<file path="config.mk">
export PLATFORM = sky130hd
export DESIGN_NAME = sccpu_trace_buf
export DESIGN_NICKNAME = d
export VERILOG_FILES = /design/src/rtl/sccpu_trace_buf.sv
export SDC_FILE = /design/constraint.sdc
export NUM_CORES = 1
export LEC_CHECK = 0
export CAP_MARGIN = 0
export CORE_ASPECT_RATIO = 1.4
export CORE_MARGIN = 3
export CORE_UTILIZATION = 29
export CTS_CLUSTER_SIZE = 14
export DETAILED_ROUTE_END_ITERATION = 8
export GPL_ROUTABILITY_DRIVEN = 0
export SLEW_MARGIN = 20
export SYNTH_ARGS = -nofsm -noshare
export SYNTH_HDL_FRONTEND = slang
export SYNTH_SLANG_ARGS = --single-unit
</file>
<file path="constraint.sdc">
create_clock -name clk -period 3.95 [get_ports clk]
set_clock_uncertainty 0.15 [all_clocks]
set_input_delay 0.395 -clock clk [delete_from_list [all_inputs] [get_ports clk]]
set_output_delay 0.395 -clock clk [all_outputs]
set_load 0.01 [all_outputs]
</file>
<file path="src/rtl/sccpu_trace_buf.sv">
// Execution trace buffer for sccpu: circular capture of {pc, inst, aluout},
// stops a programmable number of entries after a PC-match trigger, then
// drains the captured window oldest-first over a valid/ready port.
module sccpu_trace_buf #(
  parameter int unsigned DEPTH = 16,
  parameter int unsigned AW    = 4
) (
  input  logic          clk,
  input  logic          clr,
  input  logic [31:0]   pc,
  input  logic [31:0]   inst,
  input  logic [31:0]   aluout,
  input  logic          arm,
  input  logic [31:0]   trig_pc,
  input  logic [AW:0]   post_len,
  output logic [1:0]    state,
  output logic          triggered,
  output logic [AW:0]   level,
  output logic          rd_valid,
  input  logic          rd_ready,
  output logic [31:0]   rd_pc,
  output logic [31:0]   rd_inst,
  output logic [31:0]   rd_alu
);

  localparam int unsigned EW      = 96;
  localparam logic [AW:0] LVL_MAX = (AW+1)'(DEPTH);
  localparam logic [AW:0] LVL_ONE = (AW+1)'(1);

  typedef enum logic [1:0] {
    ST_IDLE = 2'd0,
    ST_PRE  = 2'd1,
    ST_POST = 2'd2,
    ST_DONE = 2'd3
  } state_e;

  state_e          state_q, state_d;
  logic            triggered_q, triggered_d;
  logic [AW:0]     level_q, level_d;
  logic [AW:0]     remaining_q, remaining_d;
  logic [AW-1:0]   wr_ptr_q, wr_ptr_d;
  logic [AW-1:0]   rd_ptr_q, rd_ptr_d;
  logic            we;
  logic [AW:0]     trig_len;
  logic [AW:0]     level_inc;
  logic [AW-1:0]   done_rd_ptr;
  logic [EW-1:0]   mem [DEPTH];
  logic [EW-1:0]   rd_ent;

  // Post-trigger length: zero means "trigger entry only", oversize clamps to a full buffer.
  always_comb begin
    trig_len = post_len;
    if (post_len == '0) begin
      trig_len = LVL_ONE;
    end else if (post_len > LVL_MAX) begin
      trig_len = LVL_MAX;
    end
  end

  // Saturating occupancy after a write, and oldest-entry pointer for the final write.
  always_comb begin
    level_inc   = (level_q == LVL_MAX) ? level_q : level_q + LVL_ONE;
    done_rd_ptr = wr_ptr_q + AW'(1) - AW'(level_inc);
  end

  assign rd_valid = (state_q == ST_DONE) && (level_q != '0);

  // Capture/drain sequencing.
  always_comb begin
    state_d     = state_q;
    triggered_d = triggered_q;
    level_d     = level_q;
    remaining_d = remaining_q;
    wr_ptr_d    = wr_ptr_q;
    rd_ptr_d    = rd_ptr_q;
    we          = 1'b0;
    case (state_q)
      ST_IDLE: begin
        if (arm) begin
          state_d     = ST_PRE;
          wr_ptr_d    = '0;
          level_d     = '0;
          triggered_d = 1'b0;
        end
      end
      ST_PRE: begin
        we       = 1'b1;
        wr_ptr_d = wr_ptr_q + AW'(1);
        level_d  = level_inc;
        if (pc == trig_pc) begin
          triggered_d = 1'b1;
          if (trig_len == LVL_ONE) begin
            state_d  = ST_DONE;
            rd_ptr_d = done_rd_ptr;
          end else begin
            state_d     = ST_POST;
            remaining_d = trig_len - LVL_ONE;
          end
        end
      end
      ST_POST: begin
        we          = 1'b1;
        wr_ptr_d    = wr_ptr_q + AW'(1);
        level_d     = level_inc;
        remaining_d = remaining_q - LVL_ONE;
        if (remaining_q == LVL_ONE) begin
          state_d  = ST_DONE;
          rd_ptr_d = done_rd_ptr;
        end
      end
      ST_DONE: begin
        if (arm) begin
          state_d     = ST_PRE;
          wr_ptr_d    = '0;
          level_d     = '0;
          triggered_d = 1'b0;
        end else if (rd_valid && rd_ready) begin
          rd_ptr_d = rd_ptr_q + AW'(1);
          level_d  = level_q - LVL_ONE;
        end
      end
      default: state_d = ST_IDLE;
    endcase
  end

  // Control registers with synchronous clear.
  always_ff @(posedge clk) begin
    if (clr) begin
      state_q     <= ST_IDLE;
      triggered_q <= 1'b0;
      level_q     <= '0;
      remaining_q <= '0;
      wr_ptr_q    <= '0;
      rd_ptr_q    <= '0;
    end else begin
      state_q     <= state_d;
      triggered_q <= triggered_d;
      level_q     <= level_d;
      remaining_q <= remaining_d;
      wr_ptr_q    <= wr_ptr_d;
      rd_ptr_q    <= rd_ptr_d;
    end
  end

  // Trace RAM; contents survive clear.
  always_ff @(posedge clk) begin
    if (we && !clr) begin
      mem[wr_ptr_q] <= {pc, inst, aluout};
    end
  end

  assign rd_ent    = mem[rd_ptr_q];
  assign rd_pc     = rd_ent[95:64];
  assign rd_inst   = rd_ent[63:32];
  assign rd_alu    = rd_ent[31:0];
  assign state     = state_q;
  assign triggered = triggered_q;
  assign level     = level_q;

endmodule

</file>
==> results.ini <==
[yosys]
synth-compound-area-share_pct=0.661
synth_warnings=0
synth.area.mux_share_pct=18.1
ys_ff_latch=1561
synthFlopType=edfxtp_1
synth-xor-area-share_pct=0.718
synth-simple-area-share_pct=1.13
synth_top_family_by_area=multiplexers
synth_enable_flop_cells=1536
ys_types=51
netlist_instances=2428
ys_seq_area_share_pct=78.0
synth_fa_ha_area_share_pct=0.473
syn_nets=2587
netlist_area_um2=59800
syn_area_per_cell_um2=24.6
async_flop_share_pct=0

[setup_path]
cp_slowest_cell=mux4_2
crit_buf_inv=4
crit_family=buffers and inverters
critPathKind=register to output port
rrSetupSlack_ps=870
path_cells=buf_12 > buf_16 > buf_8 > mux4_2 > mux4_2 > clkdlybuf4s50_1
arrival_ps=3280
crit_fanout=12
crit_path_frequent_cell=mux4_2
crit_path_start_kind=register
critPathRequiredTime_ps=3400
max_stage_delay_ps=530
worstSetupEndpointType=output port

[routing]
dr.pass1.iters=5
first_iter_violations=2119
viasPerCell=4.82
drcViolationCount=0
ant_nets=0
routed_wl_um=152000
routedWlPerCell_um=26.7
vias=27300

[clocking]
clock_sinks=1561
cts_tree=yes
htree_levels=4
ctsHoldBuffers=0
clkTransAtPathRegs_ps=60
clock-root-buffer=clkbuf_16
clkLatencyLatePin_ps=790
cts_buffer_depth=4
numCtsBuffers=161

[global_routing]
grt_use_met3_pct=3.62
grt_max_degree=73
grt_pass1_vias=29300
antenna_found_initial=16
globalRouteMet1Util_pct=18.0
track_usage_pct=14.2
busiest_layer=met2
met2_usage_pct=24.2
grt_overflow=0
grt_pass1_wl_um=216000

[cells_and_area]
multiInputGateArea_um2=12700
syn_to_final_growth_pct=21.4
final_common_cell=edfxtp_1
fillers=18600
seq_area_um2=46600
final_layout_size_suffix_gt1_share_pct=30.0
layout_common_cells=1536 x edfxtp_1, 480 x mux4_2, 177 x clkdlybuf4s50_1
finalNetCount=3042

[floorplanning]
num_io_pins=242
die_w_um=390
rows=196
die_area_um2=212000
core_um2=204000
initial_core_util_pct=29.3
fp.dieH_um=543

[placement]
port_buffers=241
dp_hpwl_um=83300

[timing]
setup_tns_ps=0
worstMarginPinSlew_ps=834
setup_viol=0
fin_crit_ps=3820
fmax_mhz=262
finalMaxSlewViolations=0
min_period_over_period_pct=96.7
rsz0062_at_grt=yes
hold_viol=0
slew_headroom_pct=44.2

[power_and_ir_drop]
p_leak_uw=0.0221
totalPowerFinal_uw=46100
p_per_area_nw_per_um2=634
vdd_drop_max_mv=0.464

[flow_run]
cap_violations=0

[hold_path]
timing.hold.worst.class=input port to register

[status]
status=finished clean

[per-layer routing]
layer	wire length (um)	share of wire [%]
met3	10300	6.8
met1	61200	40
met4	3390	2.2
met2	76500	51
met5	90	0.059
[registers in the layout, indices dropped and copies added (netlist names), named ones only]
register,cells
level,5
mem,1536
rd_ptr_q,4
remaining_q,5
state,2
triggered,1
wr_ptr_q,4
[final cells by class]
class	instances	share of cell area [%]
multi-input combinational	728	17.4
timing repair buffer	411	6.77
clock inverter	77	1.03
antenna	5	0.0172
inverter	20	0.103
clock buffer	201	5.83
tap	2673	4.60
sequential	1561	64.2
[synth_stat cells, types with 2 or more instances]
cell type	count	area share, %
edfxtp_1	1536	77
mux4_2	480	18
clkbuf_1	75	0.47
buf_2	41	0.34
xor2_1	41	0.60
dfxtp_1	25	0.84
nor2_1	24	0.15
a21oi_1	21	0.18
ha_1	21	0.44
inv_1	20	0.13
and2_1	17	0.18
nand2_1	16	0.10
nor3_1	14	0.12
o21ai_0	11	0.092
nand3_1	9	0.075
nor2b_1	8	0.084
xnor2_1	8	0.12
nor4_2	7	0.15
o31ai_1	5	0.063
a211oi_1	4	0.050
a221o_1	3	0.050
and3_1	3	0.031
nand2b_1	3	0.031
nand4_1	3	0.031
a21o_1	2	0.025
and4_1	2	0.029
buf_1	2	0.013
nor3b_1	2	0.025
o21a_1	2	0.025
or3_1	2	0.021
[report_power, final]
part / leakage [uW] / switching, uW / total (uW) / internal (uW)
Sequential: 0.0140 / 275 / 19000 / 18800
Clock: 0.00243 / 6210 / 14700 / 8450
Combinational: 0.00564 / 5930 / 12400 / 6450
[cells by family (layout without fill, tap and decap cells)]
family                     Yosys count  in the layout
buffers and inverters              139            709
DFF                               1561           1561
other                                0              5
AOI/OAI and AO/OA                   60             60
muxes                              481            481
adders and majority gates           22             22
xor gates and xnor gates            49             49
and+or+nand+nor                    116            116
[path summary, 6_finish.rpt]
path         cells past startpoint                   startpoint                          end
max                              6                     register                    rd_pc[11]
min                              1                        pc[6]        mem[11][70]$_DFFE_PP_
max reg2reg                      6        state[0]$_SDFFE_PP0P_         mem[9][14]$_DFFE_PP_
min reg2reg                      2  remaining_q[4]$_SDFFE_PP0P_  remaining_q[4]$_SDFFE_PP0P_
[stage by stage]
stage	hold WS [ps]	instances	setup WS, ps	util (%)	instance area (um^2)
2_1_floorplan	303	2428	761	-	59800
3_3_place_gp	338	5362	537	32.8	67000
3_5_place_dp	323	5362	565	32.8	67000
4_1_cts	126	5659	-85.1	35.4	72400
5_1_grt	138	5672	-9.30	35.5	72600
6_report	191	5676	128	35.6	72600
[timing repair]
action,CTS,global route
buffers inserted,11,10
endpoints found under the setup margin,86,37
cloned,8,2
resized for setup,67,41
Note: power is estimated with default switching activity, not from simulation.
